File: config.mk
export PLATFORM = sky130hd
export DESIGN_NAME = rgb2hsv
export DESIGN_NICKNAME = d
export VERILOG_FILES = /design/src/rtl/rgb2hsv.sv
export SDC_FILE = /design/constraint.sdc
export NUM_CORES = 2
export LEC_CHECK = 0
export BUFFER_PORTS_ARGS = -buffer_cell sky130_fd_sc_hd__buf_2
export CORE_ASPECT_RATIO = 0.7
export CORE_UTILIZATION = 35
export DETAILED_ROUTE_END_ITERATION = 6
export PLACE_DENSITY = 0.57
export SETUP_SLACK_MARGIN = 0.3
export SYNTH_ARGS = -nofsm -noshare
export SYNTH_HDL_FRONTEND = slang
export SYNTH_SLANG_ARGS = --single-unit
export TNS_END_PERCENT = 1
File: constraint.sdc
create_clock -name clk -period 34.4 [get_ports clk]
set_input_delay 5.16 -clock clk [delete_from_list [all_inputs] [get_ports clk]]
set_output_delay 5.16 -clock clk [all_outputs]
set_load 0.02 [all_outputs]
File: src/rtl/rgb2hsv.sv
// rgb2hsv: 12-stage RGB to HSV converter (8-bit components).
// Stages: 0 input reg, 1 max/min/sector, 2 products, 3..10 restoring
// divider (one quotient bit each, two dividers side by side for H and S),
// 11 saturation/assembly into the output register.
//
// Handshake: a beat moves on every edge where run = in_ready | ~valid[11].
// in_ready means downstream takes the beat on out_data this edge; out_ready
// (= run) means this block takes in_data this edge. A beat is transferred
// on an edge where its valid and the matching ready are both 1. When run is
// low, every pipeline register, including out_data/out_user, holds.
module rgb2hsv #(
  parameter int RGB_DEPTH = 8,
  parameter int HSV_DEPTH = 8
) (
  input  logic                          clk,
  input  logic                          reset,
  input  logic                          in_valid,
  input  logic [2:0][RGB_DEPTH-1:0]     in_data,
  input  logic [7:0]                    in_user,
  output logic                          out_valid,
  output logic [2:0][HSV_DEPTH-1:0]     out_data,
  output logic [7:0]                    out_user,
  input  logic                          in_ready,
  output logic                          out_ready
);

  localparam int L  = 12;
  localparam int ND = 8;

  localparam logic [2:0] S0 = 3'd0;
  localparam logic [2:0] S1 = 3'd1;
  localparam logic [2:0] S2 = 3'd2;
  localparam logic [2:0] S3 = 3'd3;
  localparam logic [2:0] S4 = 3'd4;
  localparam logic [2:0] S5 = 3'd5;

  // One restoring-divider step on {remainder, unconsumed numerator bits /
  // quotient bits}. The remainder never reaches 256, so the 8-bit modular
  // subtraction is exact.
  function automatic logic [15:0] div_step(input logic [15:0] acc,
                                           input logic [7:0]  d);
    logic [8:0] t;
    logic       ge;
    t  = acc[15:7];
    ge = (t >= {1'b0, d});
    div_step = {(ge ? (t[7:0] - d) : t[7:0]), acc[6:0], ge};
  endfunction

  // Final divider step: only the quotient byte is needed afterwards.
  function automatic logic [7:0] div_last(input logic [15:0] acc,
                                          input logic [7:0]  d);
    div_last = {acc[6:0], (acc[15:7] >= {1'b0, d})};
  endfunction

  logic            run;
  logic [L-1:0]    valid_q, valid_d;
  logic [7:0]      user_q [L];
  logic [7:0]      user_d [L];

  // stage 0
  logic [7:0]      r0_q, g0_q, b0_q, r0_d, g0_d, b0_d;
  // stage 1
  logic [7:0]      max1_q, delta1_q, num1_q, max1_d, delta1_d, num1_d;
  logic [2:0]      sec1_q, sec1_d;
  // stages 2..10: index p lives in pipeline stage p+2
  logic [15:0]     hacc_q [ND];
  logic [15:0]     hacc_d [ND];
  logic [15:0]     sacc_q [ND];
  logic [15:0]     sacc_d [ND];
  logic [7:0]      ddel_q [ND+1];
  logic [7:0]      ddel_d [ND+1];
  logic [7:0]      dmax_q [ND+1];
  logic [7:0]      dmax_d [ND+1];
  logic [2:0]      dsec_q [ND+1];
  logic [2:0]      dsec_d [ND+1];
  logic [7:0]      hq_q, hq_d, sq_q, sq_d;
  // stage 11
  logic [2:0][7:0] out_data_q, out_data_d;

  // combinational helpers
  logic [7:0]      mx, mn, num_c;
  logic [2:0]      sec_c;
  logic [7:0]      base_c, cap_c, frac_c, h_c, s_c;

  assign run       = in_ready | ~valid_q[L-1];
  assign out_ready = run;
  assign out_valid = valid_q[L-1];
  assign out_data  = out_data_q;
  assign out_user  = user_q[L-1];

  // Max/min and hue sector (first match wins) from the stage-0 pixel.
  always_comb begin
    mx    = r0_q;
    mn    = r0_q;
    sec_c = S0;
    num_c = 8'd0;
    if (g0_q > mx) mx = g0_q;
    if (b0_q > mx) mx = b0_q;
    if (g0_q < mn) mn = g0_q;
    if (b0_q < mn) mn = b0_q;
    if (r0_q >= g0_q && r0_q >= b0_q) begin
      if (g0_q >= b0_q) begin sec_c = S0; num_c = g0_q - b0_q; end
      else              begin sec_c = S5; num_c = r0_q - b0_q; end
    end else if (g0_q >= b0_q) begin
      if (b0_q >= r0_q) begin sec_c = S2; num_c = b0_q - r0_q; end
      else              begin sec_c = S1; num_c = g0_q - r0_q; end
    end else begin
      if (r0_q >= g0_q) begin sec_c = S4; num_c = r0_q - g0_q; end
      else              begin sec_c = S3; num_c = b0_q - g0_q; end
    end
  end

  // Saturate the hue fraction, add the sector base, and zero H/S for greys.
  always_comb begin
    case (dsec_q[ND])
      S1:      base_c = 8'd43;
      S2:      base_c = 8'd86;
      S3:      base_c = 8'd129;
      S4:      base_c = 8'd172;
      S5:      base_c = 8'd215;
      default: base_c = 8'd0;
    endcase
    cap_c  = (dsec_q[ND] == S5) ? 8'd40 : 8'd42;
    frac_c = (hq_q > cap_c) ? cap_c : hq_q;
    h_c    = (ddel_q[ND] == 8'd0) ? 8'd0 : (base_c + frac_c);
    s_c    = (ddel_q[ND] == 8'd0) ? 8'd0 : sq_q;
  end

  // Next-state for every stage: advance on run, load data only behind a valid beat.
  always_comb begin
    valid_d    = valid_q;
    user_d     = user_q;
    r0_d       = r0_q;
    g0_d       = g0_q;
    b0_d       = b0_q;
    max1_d     = max1_q;
    delta1_d   = delta1_q;
    num1_d     = num1_q;
    sec1_d     = sec1_q;
    hacc_d     = hacc_q;
    sacc_d     = sacc_q;
    ddel_d     = ddel_q;
    dmax_d     = dmax_q;
    dsec_d     = dsec_q;
    hq_d       = hq_q;
    sq_d       = sq_q;
    out_data_d = out_data_q;
    if (run) begin
      valid_d = {valid_q[L-2:0], in_valid};
      if (in_valid) begin
        r0_d      = in_data[2];
        g0_d      = in_data[1];
        b0_d      = in_data[0];
        user_d[0] = in_user;
      end
      if (valid_q[0]) begin
        max1_d    = mx;
        delta1_d  = mx - mn;
        num1_d    = num_c;
        sec1_d    = sec_c;
        user_d[1] = user_q[0];
      end
      if (valid_q[1]) begin
        hacc_d[0] = {8'd0, num1_q} * 16'd43;
        sacc_d[0] = {8'd0, delta1_q} * 16'd255;
        ddel_d[0] = delta1_q;
        dmax_d[0] = max1_q;
        dsec_d[0] = sec1_q;
        user_d[2] = user_q[1];
      end
      for (int p = 0; p < ND - 1; p++) begin
        if (valid_q[p+2]) begin
          hacc_d[p+1] = div_step(hacc_q[p], ddel_q[p]);
          sacc_d[p+1] = div_step(sacc_q[p], dmax_q[p]);
          ddel_d[p+1] = ddel_q[p];
          dmax_d[p+1] = dmax_q[p];
          dsec_d[p+1] = dsec_q[p];
          user_d[p+3] = user_q[p+2];
        end
      end
      if (valid_q[ND+1]) begin
        hq_d         = div_last(hacc_q[ND-1], ddel_q[ND-1]);
        sq_d         = div_last(sacc_q[ND-1], dmax_q[ND-1]);
        ddel_d[ND]   = ddel_q[ND-1];
        dmax_d[ND]   = dmax_q[ND-1];
        dsec_d[ND]   = dsec_q[ND-1];
        user_d[ND+2] = user_q[ND+1];
      end
      if (valid_q[L-2]) begin
        out_data_d  = {h_c, s_c, dmax_q[ND]};
        user_d[L-1] = user_q[L-2];
      end
    end
  end

  // Pipeline registers; reset clears valids, user sideband and all data.
  always_ff @(posedge clk or posedge reset) begin
    if (reset) begin
      valid_q    <= '0;
      r0_q       <= '0;
      g0_q       <= '0;
      b0_q       <= '0;
      max1_q     <= '0;
      delta1_q   <= '0;
      num1_q     <= '0;
      sec1_q     <= '0;
      hq_q       <= '0;
      sq_q       <= '0;
      out_data_q <= '0;
      for (int i = 0; i < L; i++) user_q[i] <= '0;
      for (int i = 0; i < ND; i++) begin
        hacc_q[i] <= '0;
        sacc_q[i] <= '0;
      end
      for (int i = 0; i <= ND; i++) begin
        ddel_q[i] <= '0;
        dmax_q[i] <= '0;
        dsec_q[i] <= '0;
      end
    end else begin
      valid_q    <= valid_d;
      user_q     <= user_d;
      r0_q       <= r0_d;
      g0_q       <= g0_d;
      b0_q       <= b0_d;
      max1_q     <= max1_d;
      delta1_q   <= delta1_d;
      num1_q     <= num1_d;
      sec1_q     <= sec1_d;
      hacc_q     <= hacc_d;
      sacc_q     <= sacc_d;
      ddel_q     <= ddel_d;
      dmax_q     <= dmax_d;
      dsec_q     <= dsec_d;
      hq_q       <= hq_d;
      sq_q       <= sq_d;
      out_data_q <= out_data_d;
    end
  end

endmodule

==> impl_metrics.csv <==
group,metric,value,unit
outcome,outcome,"finished clean",
logic_synthesis,synth-seq-area-share,44.4,%
place,placed_area,36400,sq um
logic_synthesis,netlist_instances,3418,
worst_hold_path,min-delay-path-class,"flip-flop to flip-flop",
worst_hold_path,holdPathStages,2,
finish,drive_above_1_share,14.1,%
global_routing,grt_use_total,15.3,%
clock_network,hold_buf_count_cts,0,
sta,slew_violations,0,
logic_synthesis,synth-edff-count,0,
place,gp_congestion,0.882,
sta,fin_tns_setup,0,ns
route,via_per_inst,4.88,
critical_path,worst-endpoint-required,29.24,ns
finish,mostFrequentLayoutCell,"dfrtp_1",
logic_synthesis,synthesized_nets,3791,
clock_network,tritoncts,"yes",
clock_network,cts_num_sinks,616,
floorplan,core_region_area,98100,sq um
finish,most-common-layout-cells,"dfrtp_1 (616), nand2_1 (486), inv_1 (302)",
global_routing,grt_max_degree,164,
floorplan,pin_count,70,
finish,layout.cell_area.non_filler,38400,sq um
sta,timing.clock.skew,0.0199,ns
logic_synthesis,netlist_cell_types,91,
clock_network,cts_max_level,2,
critical_path,cp_max_fo,12,
route,drtAntennaViolNets,0,
sta,final-setup-viol-count,0,
critical_path,reg2reg_depth,22,
global_routing,overflow,0,
place,port-buffer-count,69,
sta,fmax,91.0,MHz
critical_path,critPathSlowestCell,"buf_4",
clock_network,postCtsResizedCells,0,
critical_path,path_buf_inv,4,
critical_path,timing.setup.critical_path_class,"input pin to output port",
sta,maxSlewHeadroom,27.9,%
sta,hold_slack,0.462,ns
clock_network,worstSkewPairLatency,0.64,ns
logic_synthesis,yosysWarningCount,0,
critical_path,worst_setup_path_end_kind,"output port",
clock_network,cts_made_buffers,58,
critical_path,critical_path_arrival,5.83,ns
logic_synthesis,synth_area_leaders,"dfrtp_1 (44%), ha_1 (9.9%), mux2_2 (8.2%)",
route,finalWirelength,75.7,mm
finish,areaGrowthSynthToFinish,10.7,%
logic_synthesis,async_reset_ff_share,100,%
route,routed-via-count,23400,
sta,max_slew.worst_pin.slew,1.08,ns
critical_path,cp-start-kind,"input pin",
global_routing,grt_first_pass_wirelength,126,mm
finish,diodes,0,
route,drtIter0Drc,1490,
sta,hold_viol,0,
critical_path,slowest_delay,0.24,ns
floorplan,core.rowCount,96,
floorplan,fp.dieArea,101000,sq um
finish,layout.nets,3812,
clock_network,clockBufferDepth,3,
floorplan,floorplan.die.height,266,microns
logic_synthesis,mean_cell_area_of_the_mapped_netlist,10.2,sq um
sta,min_period,10.99,ns
critical_path,crit_top_cell,"buf_2",
sta,layout_worst_path_cycle_share,31.9,%
clock_network,clock-root-buffer,"clkbuf_16",
logic_synthesis,synth_largest_area_cell,"dfrtp_1",
clock_network,cts.clk_slew.worst_paths,0.07,ns
sta,setup_repair_after_global_routing_missed_its_margin,"no",
place,dpl.hpwl,54.7,mm
critical_path,crit_path_cell_trace,"buf_2 > nor2b_1 > buf_4 > inv_2 > buf_2",
run,drv.max_cap_violation_count,0,
route,drt_pass_1_iters,6,
critical_path,path_depth,5,
global_routing,grt_antenna_before_repair,0,
route,detail_route.drc_violations,0,
logic_synthesis,netlist.area_leader.share,44.4,%
floorplan,initial_core_utilization,35.4,%
critical_path,cpLargestDelayFamily,"buffers and inverters",
clock_network,post-cts-setup-buffer-count,0,
logic_synthesis,syn-cell-area,34700,sq um
route,wire_length_per_cell_after_detailed_routing,15.7,microns
floorplan,die_width,379,microns
logic_synthesis,synth_flop_cell,"dfrtp_1",
global_routing,grt_pass1_vias,22800,
logic_synthesis,synthesized_flop_and_latch_total,616,
==> cells in the mapped netlist, drive strengths merged (12+ instances only) <==
master / instances
a21o: 45
a21oi: 126
a221o: 14
a22o: 31
a31oi: 19
and2: 16
buf: 34
clkbuf: 99
dfrtp: 616
fa: 61
ha: 276
inv: 304
mux2: 253
mux2i: 81
nand2: 492
nand2b: 32
nand3: 18
nand4: 32
nor2: 135
nor2b: 51
nor3: 48
o21a: 16
o21ai: 340
o21bai: 16
o311ai: 12
o31ai: 14
xnor2: 77
xor2: 38
==> routing by layer <==
layer / GRT usage, % / wire [microns] / share of wire (%) / vias to the layer above
met1: 24.8 / 41700 / 55 / 11200
li1: - / - / - / 11800
met3: 1.93 / 2710 / 3.6 / 84
met2: 21.2 / 29900 / 40 / 339
met5: 0 / 0 / 0 / -
met4: 3.36 / 1350 / 1.8 / 0
==> worst paths after layout <==
check	start	end	slack, ns
hold reg to reg	user_q[33]	user_q[25]	0.46
min in group asynchronous	reset	dmax_q[14]	4.68
max in group asynchronous	reset	user_q[78]	27.38
setup / recovery	in_ready	out_ready	23.41
hold / removal	user_q[33]	user_q[25]	0.46
setup reg to reg	r0_q[5]	delta1_q[7]	28.78
==> worst min-delay path: cells and delay by family, from the launching register on <==
kind / cells / cell delay, ns
simple gates: 2 / 0.10
flops: 1 / 0.35
==> logic make-up after synthesis <==
logic type,share of synthesized area [%]
and+or+nand+nor,11.0
buffers and inverters,4.90
adders and majority gates,13.5
DFF,44.4
xor gates and xnor gates,2.92
muxes,10.5
AOI/OAI and AO/OA,12.8
other,0.0108
==> per-stage QoR <==
step	util, %	cells	worst slack, ns
2_1_floorplan	-	3418	11.99
3_3_place_gp	37.1	4702	23.40
3_5_place_dp	37.1	4702	23.41
4_1_cts	39.2	4809	23.39
5_1_grt	39.2	4809	23.37
6_report	39.2	4809	23.41
==> area by class of cell <==
cell class,count,area (sq um)
repair buffers,94,558
fillers,9728,59700
clock inverters,20,330
well taps,1323,1660
flip-flops and latches,616,15400
inverters,304,1150
clock buffers,87,1690
multi-input cells,2365,17600
==> state kept, by name (all words and copies together), names as in the netlist <==
register / cells
dsec_q: 27
sq_q: 8
valid_q: 12
g0_q: 8
hacc_q: 126
b0_q: 8
out_user: 8
user_q: 88
sec1_q: 3
r0_q: 8
max1_q: 8
num1_q: 8
sacc_q: 128
out_data: 24
delta1_q: 8
dmax_q: 72
ddel_q: 64
hq_q: 8
Power is left out: the tool's default activity adds up to more than one toggle a clock period on the data nets, which glitch-free logic cannot reach.
